**src/rtl/dct_transpose_buffer.sv**
```systemverilog
// Transpose buffer between the row-pass and column-pass 1-D DCT stages: rows in, columns out.
// Define DCT_TRANSPOSE_PINGPONG_EN for two banks so block n+1 is written while block n is read.
module dct_transpose_buffer #(
  parameter int DATA_WIDTH = 32,
  parameter int DATA_DEPTH = 8
) (
  input  logic                             clk,
  input  logic                             reset,
  input  logic                             in_valid,
  output logic                             in_ready,
  input  logic [DATA_WIDTH*DATA_DEPTH-1:0] in_data,
  output logic                             out_valid,
  input  logic                             out_ready,
  output logic [DATA_WIDTH*DATA_DEPTH-1:0] out_data,
  output logic [$clog2(DATA_DEPTH)-1:0]    out_col_idx,
  output logic                             out_last
);

  // state | meaning
  // EMPTY | bank may be written row by row, never read
  // FULL  | bank holds a complete block, read column by column, never written
  typedef enum logic {EMPTY = 1'b0, FULL = 1'b1} bank_state_t;

`ifdef DCT_TRANSPOSE_PINGPONG_EN
  localparam int NBANK = 2;
`else
  localparam int NBANK = 1;
`endif
  localparam int            AW   = $clog2(DATA_DEPTH);
  localparam logic [AW-1:0] LAST = AW'(DATA_DEPTH - 1);

  logic [DATA_WIDTH-1:0] mem [NBANK][DATA_DEPTH][DATA_DEPTH];

  bank_state_t   state_q [NBANK];
  bank_state_t   state_d [NBANK];
  logic          wr_sel_q, wr_sel_d;
  logic          rd_sel_q, rd_sel_d;
  logic [AW-1:0] wr_row_q, wr_row_d;
  logic [AW-1:0] rd_col_q, rd_col_d;
  logic          wr_fire, rd_fire;

  // Both flags come from registered bank state only, so no input-to-output combinational path.
  assign in_ready    = (state_q[wr_sel_q] == EMPTY);
  assign out_valid   = (state_q[rd_sel_q] == FULL);
  assign wr_fire     = in_valid && in_ready;
  assign rd_fire     = out_valid && out_ready;
  assign out_col_idx = rd_col_q;
  assign out_last    = out_valid && (rd_col_q == LAST);

  always_comb begin
    state_d  = state_q;
    wr_sel_d = wr_sel_q;
    wr_row_d = wr_row_q;
    rd_sel_d = rd_sel_q;
    rd_col_d = rd_col_q;
    if (wr_fire) begin
      wr_row_d = wr_row_q + AW'(1);
      if (wr_row_q == LAST) begin
        wr_row_d          = '0;
        state_d[wr_sel_q] = FULL;
`ifdef DCT_TRANSPOSE_PINGPONG_EN
        wr_sel_d          = ~wr_sel_q;
`endif
      end
    end
    if (rd_fire) begin
      rd_col_d = rd_col_q + AW'(1);
      if (rd_col_q == LAST) begin
        rd_col_d          = '0;
        state_d[rd_sel_q] = EMPTY;
`ifdef DCT_TRANSPOSE_PINGPONG_EN
        rd_sel_d          = ~rd_sel_q;
`endif
      end
    end
  end

  always_ff @(posedge clk) begin
    if (reset) begin
      for (int b = 0; b < NBANK; b++) state_q[b] <= EMPTY;
      wr_sel_q <= 1'b0;
      rd_sel_q <= 1'b0;
      wr_row_q <= '0;
      rd_col_q <= '0;
    end else begin
      state_q  <= state_d;
      wr_sel_q <= wr_sel_d;
      rd_sel_q <= rd_sel_d;
      wr_row_q <= wr_row_d;
      rd_col_q <= rd_col_d;
    end
  end

  // Storage is not reset; a bank is only readable after a full block has been written into it.
  always_ff @(posedge clk) begin
    if (wr_fire && !reset) begin
      for (int j = 0; j < DATA_DEPTH; j++)
        mem[wr_sel_q][wr_row_q][j] <= in_data[j*DATA_WIDTH +: DATA_WIDTH];
    end
  end

  always_comb begin
    out_data = '0;
    if (out_valid) begin
      for (int r = 0; r < DATA_DEPTH; r++)
        out_data[r*DATA_WIDTH +: DATA_WIDTH] = mem[rd_sel_q][r][rd_col_q];
    end
  end

endmodule

```
**config.mk**
```make
export PLATFORM = sky130hd
export DESIGN_NAME = dct_transpose_buffer
export DESIGN_NICKNAME = d
export VERILOG_FILES = /design/src/rtl/dct_transpose_buffer.sv
export SDC_FILE = /design/constraint.sdc
export NUM_CORES = 2
export LEC_CHECK = 0
export ABC_CLOCK_PERIOD_IN_PS = 19850
export BUFFER_PORTS_ARGS = -buffer_cell sky130_fd_sc_hd__buf_2
export CORE_ASPECT_RATIO = 1.1
export CORE_MARGIN = 4
export CORE_UTILIZATION = 56
export CTS_BUF_LIST = sky130_fd_sc_hd__clkbuf_8
export DETAILED_ROUTE_END_ITERATION = 7
export MAX_ROUTING_LAYER = met4
export PLACE_DENSITY = 0.78
export SYNTH_ARGS = -nofsm -noshare
export SYNTH_HDL_FRONTEND = slang
export SYNTH_SLANG_ARGS = --single-unit
export TNS_END_PERCENT = 5
```
**constraint.sdc**
```tcl
create_clock -name clk -period 19.85 [get_ports clk]
set_input_delay 1.985 -clock clk [delete_from_list [all_inputs] [get_ports clk]]
set_output_delay 1.985 -clock clk [all_outputs]
set_load 0.02 [all_outputs]
```
### After elaboration in Yosys (flattened, before gate mapping)

Memories as Yosys holds them, arrays and structs flattened.
Index checks and enable logic that the tools add are counted.

| operators by class | value |
|---|---|
| bitwise logic cells | 3 |
| reduce and logical (&&, ||, !) cells | 6 |
| eq/ne operators | 2 |
| multiplexer cells | 56 |
| add/sub/neg operators | 2 |
| $lt $le $gt $ge | 3 |

Operators with widths:

| kind | number |
|---|---|
| $mux 2048 | 8 |
| $demux 256 s3 | 8 |
| $bmux 32 s3 | 8 |
| $mux 32 | 17 |
| $mux 256 | 2 |
| $mux 224 | 1 |
| $mux 192 | 1 |
| $mux 160 | 1 |
| $mux 128 | 1 |
| $mux 96 | 1 |
| $mux 64 | 1 |
| $ge 4x4->1 const B | 2 |
| $not 3->4 | 2 |
| $add 3x1->3 const B | 2 |
| $eq 3x3->1 const B | 2 |
| $mux 3 | 2 |
| $logic_and 1x1->1 | 5 |
| $mux 1 | 5 |
| $lt 4x1->1 const B | 1 |
| $logic_not 1->1 | 1 |
| $not 1->1 | 1 |

| word-level totals | value |
|---|---|
| bits in writable memories | 2048 |
| logic and storage cells | 76 |
| memories kept | 1 |
| bits in registers | 7 |
| output and inout port bits | 262 |

Memory list:

| name | words | width | rd ports | clocked after Yosys merged registers in | write ports | RTL line | source |
|---|---|---|---|---|---|---|---|
| mem | 1 | 2048 | 1 | 0 | 8 | 32 | `logic [DATA_WIDTH-1:0] mem [NBANK][DATA_DEPTH][DATA_DEPTH];` |

### Logic depth before layout (Yosys ltp)

| depth | value |
|---|---|
| depth after elaboration | 6 |
| depth in mapped cells | 6 |
| mapped depth without buffers | 5 |

### Worst setup path before layout

No wires, ideal clock.

| timing path | value |
|---|---|
| kind | input -> register |
| start point | input reset |
| end point | memory mem[0][1536] in the netlist's numbering (enable) |
| slack | -1229 ps |
| path buffers | 1 |
| stages on the path | 3 |
| data arrival time | 19892 ps |
| path through | clkbuf_1 -> or3b_2 -> nor3_1 |

RTL lines:

| item | RTL line | source |
|---|---|---|
| start, declared | 8 | `input logic reset,` |
| end, declared | 32 |  |

### Worst setup path in the final report

| timing path | value |
|---|---|
| start point | register rd_col_q[0], in the netlist out_col_idx[0] |
| end point | output out_data[15] |

| between the ends | value |
|---|---|
| longest elaborated chain between the ends | 5 |

RTL lines:

| item | RTL line | source |
|---|---|---|
| start, declared | 39 | `logic [AW-1:0] rd_col_q, rd_col_d;` |
| start signal, assigned | 90 | `rd_col_q <= rd_col_d;` |
| $not 3->4 (implied by the code) | 106 | `out_data[r*DATA_WIDTH +: DATA_WIDTH] = mem[rd_sel_q][r][rd_col_q];` |
| $bmux 32 s3 | 106 |  |
| $mux 32 (implied by the code) (2 in a row) | 106 |  |
| $mux 256 | 104 | `if (out_valid) begin` |
| end, declared | 14 | `output logic [DATA_WIDTH*DATA_DEPTH-1:0] out_data,` |

No other way between the ends. The select of a mux whose other input is x is not followed.

==> results.json <==
{
  "outcome": "complete, no violations",
  "arrival_ns": 6.51,
  "hold_ws_ns": 0.605,
  "crit_type": "reg -> out",
  "synth.area.top_cells": "edfxtp_1 (79%), mux4_2 (15%), mux2i_1 (3.3%), nor2_1 (1.3%), buf_2 (0.48%)",
  "cts.path.max_buffers": 4,
  "grt_util_all_layers": 0.231,
  "core_mm2": 0.138,
  "wl_mm": 162,
  "cp.buffers_inverters": 5,
  "clk-insertion-delay-late_ns": 1.00,
  "clk_pin_slew_ns": 0.06,
  "syn_to_final_growth_pct": 12.9,
  "ys_types": 23,
  "synth_largest_area_cell": "edfxtp_1",
  "worstSetupStartpointType": "register",
  "p_leak_nw": 28.1,
  "rr_worst_depth": 6,
  "period_needed_ns": 8.49,
  "hold_end": "wr_row_q[0]",
  "grt_pass1_vias": 37452,
  "path_cells": "buf_4 > buf_4 > buf_4 > buf_4 > mux4_2 > mux2i_1 > nor2_1 > buf_2",
  "regToRegEndpoint": "mem[0][569]",
  "hold_class": "reg -> reg",
  "grt_pass1_wl_mm": 241,
  "rrSetupSlack_ns": 14.95,
  "crit_required_ns": 17.86,
  "htreeDepth": 5,
  "synth_edf_count": 2048,
  "fmax_mhz": 118,
  "synthFlopType": "edfxtp_1",
  "power.density_mw_per_mm2": 93.6,
  "crit_path_end_kind": "output port",
  "cts_root_buf": "clkbuf_8",
  "fin_nets": 4276,
  "final_common_cell": "edfxtp_1",
  "path_max_fanout": 48,
  "drv_slew": 0,
  "start_util": 0.564,
  "power_frac_comb": 0.019,
  "hpwl_mm": 96.3,
  "cts_tree": "yes",
  "holdBufCountCts": 0,
  "cts_made_buffers": 322,
  "cts_setup_buffers": 0,
  "critPathMaxStageDelay_ns": 0.99,
  "ant_nets": 0,
  "grt_setup_unrepaired": "no",
  "p_clk_frac": 0.395,
  "gp_congestion": 0.774,
  "grt_max_degree": 153,
  "critPathSlowestCell": "dfxtp_4",
  "dieArea_mm2": 0.146,
  "setup_violations": 0,
  "max-vdd-ir-drop_mv": 0.0750,
  "final_cell_mix": "edfxtp_1 (2048), buf_2 (521), mux4_2 (512)",
  "syn-num-nets": 3554,
  "fin_crit_sh": 0.428,
  "synth-seq-area-share": 0.789,
  "antenna_found_initial": 43,
  "ys_seq_elements": 2055,
  "finClkSkew_ns": 0.0795,
  "switching_power_mw": 1.67,
  "drive_above_1_share": 0.351,
  "hold_viol": 0,
  "first_pass_iters": 6,
  "gr-total-overflow": 0,
  "synthArstFlopShare": 0,
  "cpMostUsedCell": "buf_4",
  "power_frac_seq": 0.587,
  "cts_resized": 0,
  "synth_cells": 3290,
  "yosys_warnings": 0,
  "slew_headroom": 0.133,
  "p_sw_frac": 0.202,
  "die_w_um": 364,
  "dieHeight_um": 400,
  "dpl.cell_count": 5500,
  "synth_area_mm2": 0.0782,
  "yosysTopAreaCellShare": 0.787,
  "avgSynthCellArea_um2": 23.8,
  "drt_iter0_markers": 3382,
  "hold_start": "wr_row_q[0]",
  "io_pins": 522,
  "drc": 0,
  "wire_per_inst_um": 26.6,
  "cp_top_family": "buffers and inverters",
  "vias": 36178,
  "layout.cells.non_filler": 6079,
  "worst_pin_slew_ns": 1.30,
  "routed_via_density": 5.95,
  "cap_viol_max_count": 0,
  "cts.sink_count": 2055,
  "row_count": 143,
  "reg2reg_from": "state_q",
  "whs_path_depth": 2,
  "port_buffers": 521,
  "p_int_mw": 6.59
}
power by group through the flow:
stage          registers (mW)  clock network (mW)  logic, mW
5_1_grt                  4.85                3.56      0.168
3_3_place_gp             4.93                   0      0.154
3_5_place_dp             4.94                   0      0.158
2_1_floorplan            4.96                   0     0.0402
6_report                 4.85                3.26      0.155
4_1_cts                  4.85                3.34      0.159
metal layers:
layer	global-route usage	wire length [µm]	vias to the layer above
met3	0.0518	12600	235
met2	0.361	81800	1515
li1	-	-	15343
met5	-	0	-
met4	0.0724	3720	0
met1	0.310	63600	19085
metrics by stage:
step / utilization / setup WS (ns) / TNS [ns] / cell area [µm²] / total power [mW]
2_1_floorplan: - / -1.12 / -287.53 / 78200 / 5.00
3_3_place_gp: 0.595 / 12.17 / 0 / 82400 / 5.09
3_5_place_dp: 0.595 / 12.14 / 0 / 82400 / 5.09
4_1_cts: 0.637 / 10.98 / 0 / 88200 / 8.34
5_1_grt: 0.637 / 10.58 / 0 / 88200 / 8.57
6_report: 0.637 / 11.36 / 0 / 88200 / 8.26
flip-flops by register name (all words and copies together) (netlist names):
signal,flops
wr_row_q,3
state_q,1
mem,2048
out_col_idx,3
layout make-up:
type | instances | area (µm²)
timing repair buffer | 570 | 3080
inverter | 1 | 11.3
antenna | 37 | 92.6
clock buffer | 331 | 4560
clock inverter | 211 | 1240
fill | 8981 | 50200
tap | 1812 | 2270
multi-input combinational | 1062 | 15400
sequential | 2055 | 61700
cell usage after synthesis (2+ instances only):
cell and number:
buf_2 75, nor2_1 268, dfxtp_1 7, nor3_1 2, nand2b_1 3, nand2_1 4, a21oi_1 3, edfxtp_1 2048
buf_4 2, ha_1 4, buf_6 30, clkbuf_1 43, mux4_2 512, buf_8 20, mux2i_1 260, buf_12 2
worst reg2reg max path, stage by stage, from the launching register on:
cell and delay, ns:
dfxtp_1 0.42, nand2b_1 0.31, or3b_2 0.62, nor2_4 0.58, buf_4 0.76, buf_4 0.89, buf_4 0.87
logic make-up (layout without fill, tap and decap cells):
| family | after synthesis | after routing | synth area share |
|---|---|---|---|
| flip-flops | 2055 | 2055 | 0.789 |
| multiplexers | 772 | 772 | 0.181 |
| AND/OR/NAND/NOR | 282 | 282 | 0.0139 |
| buffers and inverters | 173 | 1113 | 0.0158 |
| adder cells (fa/ha/maj) | 4 | 4 | 0.000640 |
| AO/OA/AOI/OAI | 4 | 4 | 0.000288 |
| other | 0 | 37 | 0 |
worst max-delay path by stage:
| stage | start | end | slack (ns) | depth (start not counted) |
|---|---|---|---|---|
| after floorplan | reset | mem[0][1792] | -1.12 | 3 |
| after global placement | out_col_idx[0] | out_data[82] | 12.17 | 8 |
| after detailed placement | out_col_idx[0] | out_data[82] | 12.14 | 8 |
| after CTS | out_col_idx[0] | out_data[82] | 10.98 | 8 |
| after global routing | out_col_idx[0] | out_data[82] | 10.58 | 8 |
| final | out_col_idx[0] | out_data[15] | 11.36 | 8 |
No activity file was read; power rests on OpenSTA's default activity.
